$ cat src/rtl/operand_issue.sv
// Serial FP32 operand collector for the DP stage-1 operand register.
// Gathers eight words (x1,y1..x4,y4), unpacks them and presents the group in one valid/ready beat.
module operand_issue #(
    parameter int unsigned N_PAIRS = 4
) (
    input  logic        clk,
    input  logic        rst,
    input  logic        flush,
    input  logic        lp_mode,
    input  logic        in_valid,
    output logic        in_ready,
    input  logic [31:0] in_data,
    output logic        out_valid,
    input  logic        out_ready,
    output logic        hi_en,
    output logic        x1_sign, y1_sign, x2_sign, y2_sign,
    output logic        x3_sign, y3_sign, x4_sign, y4_sign,
    output logic [7:0]  x1_exp, y1_exp, x2_exp, y2_exp,
    output logic [7:0]  x3_exp, y3_exp, x4_exp, y4_exp,
    output logic [12:0] x1_high, y1_high, x2_high, y2_high,
    output logic [12:0] x3_high, y3_high, x4_high, y4_high,
    output logic [12:0] x1_low, y1_low, x2_low, y2_low,
    output logic [12:0] x3_low, y3_low, x4_low, y4_low,
    output logic [7:0]  special
);

    localparam int unsigned GROUP  = 2 * N_PAIRS;
    localparam int unsigned CNT_W  = $clog2(GROUP);
    localparam int unsigned EXP_W  = 8;
    localparam int unsigned HALF_W = 13;
    localparam int unsigned MANT_W = 2 * HALF_W;

    typedef enum logic {
        S_COLLECT = 1'b0,
        S_PRESENT = 1'b1
    } state_t;

    state_t                          state_q;
    logic [CNT_W-1:0]                count_q;
    logic                            in_ready_q;
    logic                            out_valid_q;
    logic                            hi_en_q;
    logic [GROUP-1:0]                special_q;
    logic [GROUP-1:0]                sign_q;
    logic [GROUP-1:0][EXP_W-1:0]     exp_q;
    logic [GROUP-1:0][HALF_W-1:0]    high_q;
    logic [GROUP-1:0][HALF_W-1:0]    low_q;

    // Unpack of the incoming word: hidden bit, 23-bit fraction, two guard zeros.
    logic              in_hidden_d;
    logic              in_special_d;
    logic [MANT_W-1:0] in_mant_d;

    assign in_hidden_d  = (in_data[30:23] != 8'h00);
    assign in_special_d = (in_data[30:23] == 8'hFF);
    assign in_mant_d    = {in_hidden_d, in_data[22:0], 2'b00};

    always_ff @(posedge clk) begin
        if (rst) begin
            state_q     <= S_COLLECT;
            count_q     <= '0;
            in_ready_q  <= 1'b1;
            out_valid_q <= 1'b0;
            hi_en_q     <= 1'b0;
            special_q   <= '0;
            sign_q      <= '0;
            exp_q       <= '0;
            high_q      <= '0;
            low_q       <= '0;
        end else if (flush) begin
            // Abort wins over accept/handoff; captured fields are left as they are.
            state_q     <= S_COLLECT;
            count_q     <= '0;
            in_ready_q  <= 1'b1;
            out_valid_q <= 1'b0;
        end else begin
            case (state_q)
                S_COLLECT: begin
                    if (in_valid && in_ready_q) begin
                        sign_q[count_q] <= in_data[31];
                        exp_q[count_q]  <= in_data[30:23];
                        low_q[count_q]  <= in_mant_d[HALF_W-1:0];
                        if (!lp_mode) begin
                            high_q[count_q] <= in_mant_d[MANT_W-1:HALF_W];
                        end
                        if (count_q == '0) begin
                            special_q <= {{(GROUP-1){1'b0}}, in_special_d};
                        end else begin
                            special_q[count_q] <= in_special_d;
                        end
                        if (count_q == CNT_W'(GROUP - 1)) begin
                            count_q     <= '0;
                            state_q     <= S_PRESENT;
                            in_ready_q  <= 1'b0;
                            out_valid_q <= 1'b1;
                            hi_en_q     <= ~lp_mode;
                        end else begin
                            count_q <= count_q + CNT_W'(1);
                        end
                    end
                end
                S_PRESENT: begin
                    if (out_ready) begin
                        state_q     <= S_COLLECT;
                        in_ready_q  <= 1'b1;
                        out_valid_q <= 1'b0;
                    end
                end
                default: state_q <= S_COLLECT;
            endcase
        end
    end

    assign in_ready  = in_ready_q;
    assign out_valid = out_valid_q;
    assign hi_en     = hi_en_q;
    assign special   = special_q;

    // Slot k in issue order maps to x((k/2)+1) for even k, y((k/2)+1) for odd k.
    assign x1_sign = sign_q[0];
    assign y1_sign = sign_q[1];
    assign x2_sign = sign_q[2];
    assign y2_sign = sign_q[3];
    assign x3_sign = sign_q[4];
    assign y3_sign = sign_q[5];
    assign x4_sign = sign_q[6];
    assign y4_sign = sign_q[7];

    assign x1_exp = exp_q[0];
    assign y1_exp = exp_q[1];
    assign x2_exp = exp_q[2];
    assign y2_exp = exp_q[3];
    assign x3_exp = exp_q[4];
    assign y3_exp = exp_q[5];
    assign x4_exp = exp_q[6];
    assign y4_exp = exp_q[7];

    assign x1_high = high_q[0];
    assign y1_high = high_q[1];
    assign x2_high = high_q[2];
    assign y2_high = high_q[3];
    assign x3_high = high_q[4];
    assign y3_high = high_q[5];
    assign x4_high = high_q[6];
    assign y4_high = high_q[7];

    assign x1_low = low_q[0];
    assign y1_low = low_q[1];
    assign x2_low = low_q[2];
    assign y2_low = low_q[3];
    assign x3_low = low_q[4];
    assign y3_low = low_q[5];
    assign x4_low = low_q[6];
    assign y4_low = low_q[7];

endmodule

$ cat config.mk
export PLATFORM = sky130hd
export DESIGN_NAME = operand_issue
export DESIGN_NICKNAME = d
export VERILOG_FILES = /design/src/rtl/operand_issue.sv
export SDC_FILE = /design/constraint.sdc
export NUM_CORES = 1
export LEC_CHECK = 0
export ABC_CLOCK_PERIOD_IN_PS = 2310
export CAP_MARGIN = 40
export CORE_MARGIN = 1
export CORE_UTILIZATION = 35
export DETAILED_ROUTE_END_ITERATION = 10
export MAX_ROUTING_LAYER = met4
export PLACE_DENSITY = 0.62
export REMOVE_ABC_BUFFERS = 1
export SLEW_MARGIN = 20
export SYNTH_ARGS = -nofsm -noshare
export SYNTH_HDL_FRONTEND = slang
export SYNTH_SLANG_ARGS = --single-unit
$ cat constraint.sdc
create_clock -name clk -period 2.31 [get_ports clk]
set_clock_uncertainty 0.1 [all_clocks]
set_input_delay 0.462 -clock clk [delete_from_list [all_inputs] [get_ports clk]]
set_output_delay 0.462 -clock clk [all_outputs]
set_load 0.005 [all_outputs]
==> run_results.csv <==
group,metric,value,unit
synth,ys_seq_elements,279,
clocking,numCtsBuffers,31,
die,fp.dieW,182.3,µm
routing,dr.pass1.iters,5,
timing,fin_crit_sh,0.9274,
setup_path,worst_ep_arrival_time,1.58,ns
clocking,h-tree-depth,1,
routing,drtIter0Drc,920,
synth,synth_common_cells,"dfxtp_1 (279), a21oi_1 (252), nand3_1 (238), o21ai_0 (208), clkbuf_1 (115)",
timing,rsz0062_at_grt,"no",
setup_path,worst_path_dominant_cell_family,"buffers and inverters",
power,comb_power_share,0.072,
clocking,clk_path_buf_depth,3,
timing,period_needed,2.142,ns
place,place_inst,2000,
power,power.leakage,5.128,nW
clocking,path_clk_slew,0.06,ns
finish,finalNonFillerCells,2053,
timing,tightest_slew,0.6458,ns
die,dieArea,33250,µm²
min_path,min_to,"x1_low[2]",
synth,synth_area_leaders,"dfxtp_1 (49%), a21oi_1 (11%), nand3_1 (10%)",
timing,finalHoldViolations,0,
setup_path,critPathLaunchType,"flop",
die,core_area,31800,µm²
timing,maxSlewViolCount,0,
setup_path,cp.depth,1,
place,place.port_buffers,312,
grt,grt_remaining_overflow,0,
clocking,cts.repair.resized,0,
finish,drive_above_1_share,0.08658,
synth,yosysSeqAreaShare,0.4907,
setup_path,ff2ff_path_depth,4,
clocking,postCtsSetupBuffers,0,
place,routabilityCongestion,0.8123,
power,p_sw,2.467,mW
setup_path,slowest_stage,"clkdlybuf4s50_1",
power,internal_power,7.769,mW
synth,yosysMostFrequentCell,"dfxtp_1",
min_path,min-delay-start,"rst",
setup_path,crit_required,1.75,ns
setup_path,cp_cell_sequence,"clkdlybuf4s50_1",
synth,ys_warn_count,0,
grt,grt_pass1_wl,63.24,mm
finish,synthToLayoutAreaGrowth,40.53,%
routing,drt_wl_total,41.82,mm
synth,synthArstFlopShare,0,
timing,fmax,0.4668,GHz
timing,finalSetupTns,0,ns
power,pwr-share-clk,0.453,
grt,grt_pass1_vias,10500,
job,maxCapViolCount,0,
synth,synthDistinctLibCells,44,
grt,grt_start_max_net_pins,114,
routing,detail-route-antenna-nets,0,
timing,slew_headroom,0.5681,
setup_path,rrSetupSlack,0.33,ns
grt,grt_antenna_before_repair,1,
synth,synth_top_area_cell,"dfxtp_1",
die,start_util,0.3580,
setup_path,r2r_start,"count_q[0]",
setup_path,end_kind,"output port",
die,num_rows,65,
clocking,clkLatencyLatePin,0.56,ns
outcome,status,"finished clean",
power,peakVddDrop,0.5033,mV
setup_path,cp_max_fo,6,
setup_path,worstReg2RegEnd,"x3_high[4]",
synth,avgSynthCellArea,8.376,µm²
clocking,hold_buffers,0,
routing,drc_errors,0,
synth,synthesis.area,11380,µm²
grt,track_usage,0.2504,
place,dp_hpwl,27.55,mm
clocking,cts_tree,"done",
setup_path,crit_buf_inv,1,
power,seqPwrFrac,0.475,
power,p_per_area,639.9,nW/µm²
clocking,cts-root-buf,"clkbuf_16",
synth,synth_edf_count,0,
routing,wl_per_cell,20.37,µm
finish,nNetsFinal,1641,
routing,vias,11210,
setup_path,critPathKind,"reg -> out",
die,fp.dieH,182.3,µm
setup_path,cpPeakStageDelay,0.56,ns
min_path,worstHoldPathCells,2,
min_path,min_path_type,"in -> reg",
synth,synth_cells,1359,
synth,netlist.area_leader.share,0.4907,
synth,synthFlopType,"dfxtp_1",
clocking,clock_sinks,279,
power,swShare,0.2410,
die,ios,329,
routing,vias_per_cell,5.458,
timing,setup_viol,0,
[area by class of cell]
cell class              count  area (µm²)
fillers                  2922       15800
flip-flops and latches    279        5585
multi-input cells         897        4969
repair buffers            387        3948
clock buffers              43       890.9
well taps                 435       544.3
clock inverters             8       46.29
inverters                   3       11.26
diodes                      1       2.502
[through the flow]
stage / hold slack (ns) / cell area [µm²] / setup slack (ns) / util / total power [mW]
CTS: 0.1123 / 15980 / 0.1287 / 0.5025 / 10.32
global route: 0.1386 / 16000 / 0.08921 / 0.5030 / 10.55
finish: 0.1317 / 16000 / 0.1678 / 0.5030 / 10.24
global placement: 0.3578 / 15040 / 0.09485 / 0.4730 / 5.697
floorplan: 0.3597 / 10530 / -4.329 / - / 5.178
detailed placement: 0.3671 / 15040 / 0.05622 / 0.4730 / 5.703
[cells by family after synthesis]
kind of cell               after synthesis  share of synthesized area
AOI/OAI and AO/OA                      516                     0.2309
and+or+nand+nor                        340                     0.1740
DFF                                    279                     0.4907
buffers and inverters                  198                    0.08123
muxes                                   21                    0.01847
adders and majority gates                4                   0.004397
other                                    1                  0.0003294
[cell usage in the layout, fill, tap and decap left out, drive strengths merged, types with 4 or more instances in the layout]
| cell type | n |
|---|---|
| o22ai | 6 |
| a21oi | 252 |
| clkdlybuf4s50 | 311 |
| and4bb | 4 |
| clkinv | 6 |
| nand3b | 6 |
| nor2 | 4 |
| clkbuf | 44 |
| mux2i | 21 |
| inv | 4 |
| o21ai | 246 |
| nand4bb | 4 |
| dfxtp | 279 |
| and3b | 4 |
| ha | 4 |
| nand2b | 42 |
| conb | 16 |
| buf | 75 |
| a311oi | 6 |
| nand2 | 11 |
| nand3 | 238 |
[state kept, by name, indices dropped and copies added, names as in the netlist, 11 cells and up]
register / count
y2_high: 13
x4_high: 13
x1_low: 11
x3_high: 13
x1_high: 13
y1_low: 11
y4_high: 13
x3_low: 11
y1_high: 13
x2_high: 13
x2_low: 11
x4_low: 11
y3_low: 11
y3_high: 13
y4_low: 11
y2_low: 11
[how the worst max path moves through the flow]
stage                   to      from  slack, ns
2_1_floorplan    sign_q[1]     flush      -4.33
3_3_place_gp   x4_high[12]  in_valid       0.09
3_5_place_dp   x4_high[12]  in_valid       0.06
4_1_cts           in_ready  in_ready       0.13
5_1_grt           in_ready  in_ready       0.09
6_report          in_ready  in_ready       0.17
[metal layers]
metal	track usage	wire (µm)
met2	0.4052	19410
met3	0.07803	4218
met1	0.3004	17180
met5	-	0
met4	0.06622	1017
[power groups by stage]
stage               registers, mW  logic (mW)  clock network [mW]
floorplan                    4.98       0.202                   0
global placement             4.97       0.728                   0
detailed placement           4.97       0.733                   0
CTS                          4.86       0.735                4.72
global route                 4.87       0.782                4.90
finish                       4.87       0.737                4.63
(Power assumes the default switching activity.)
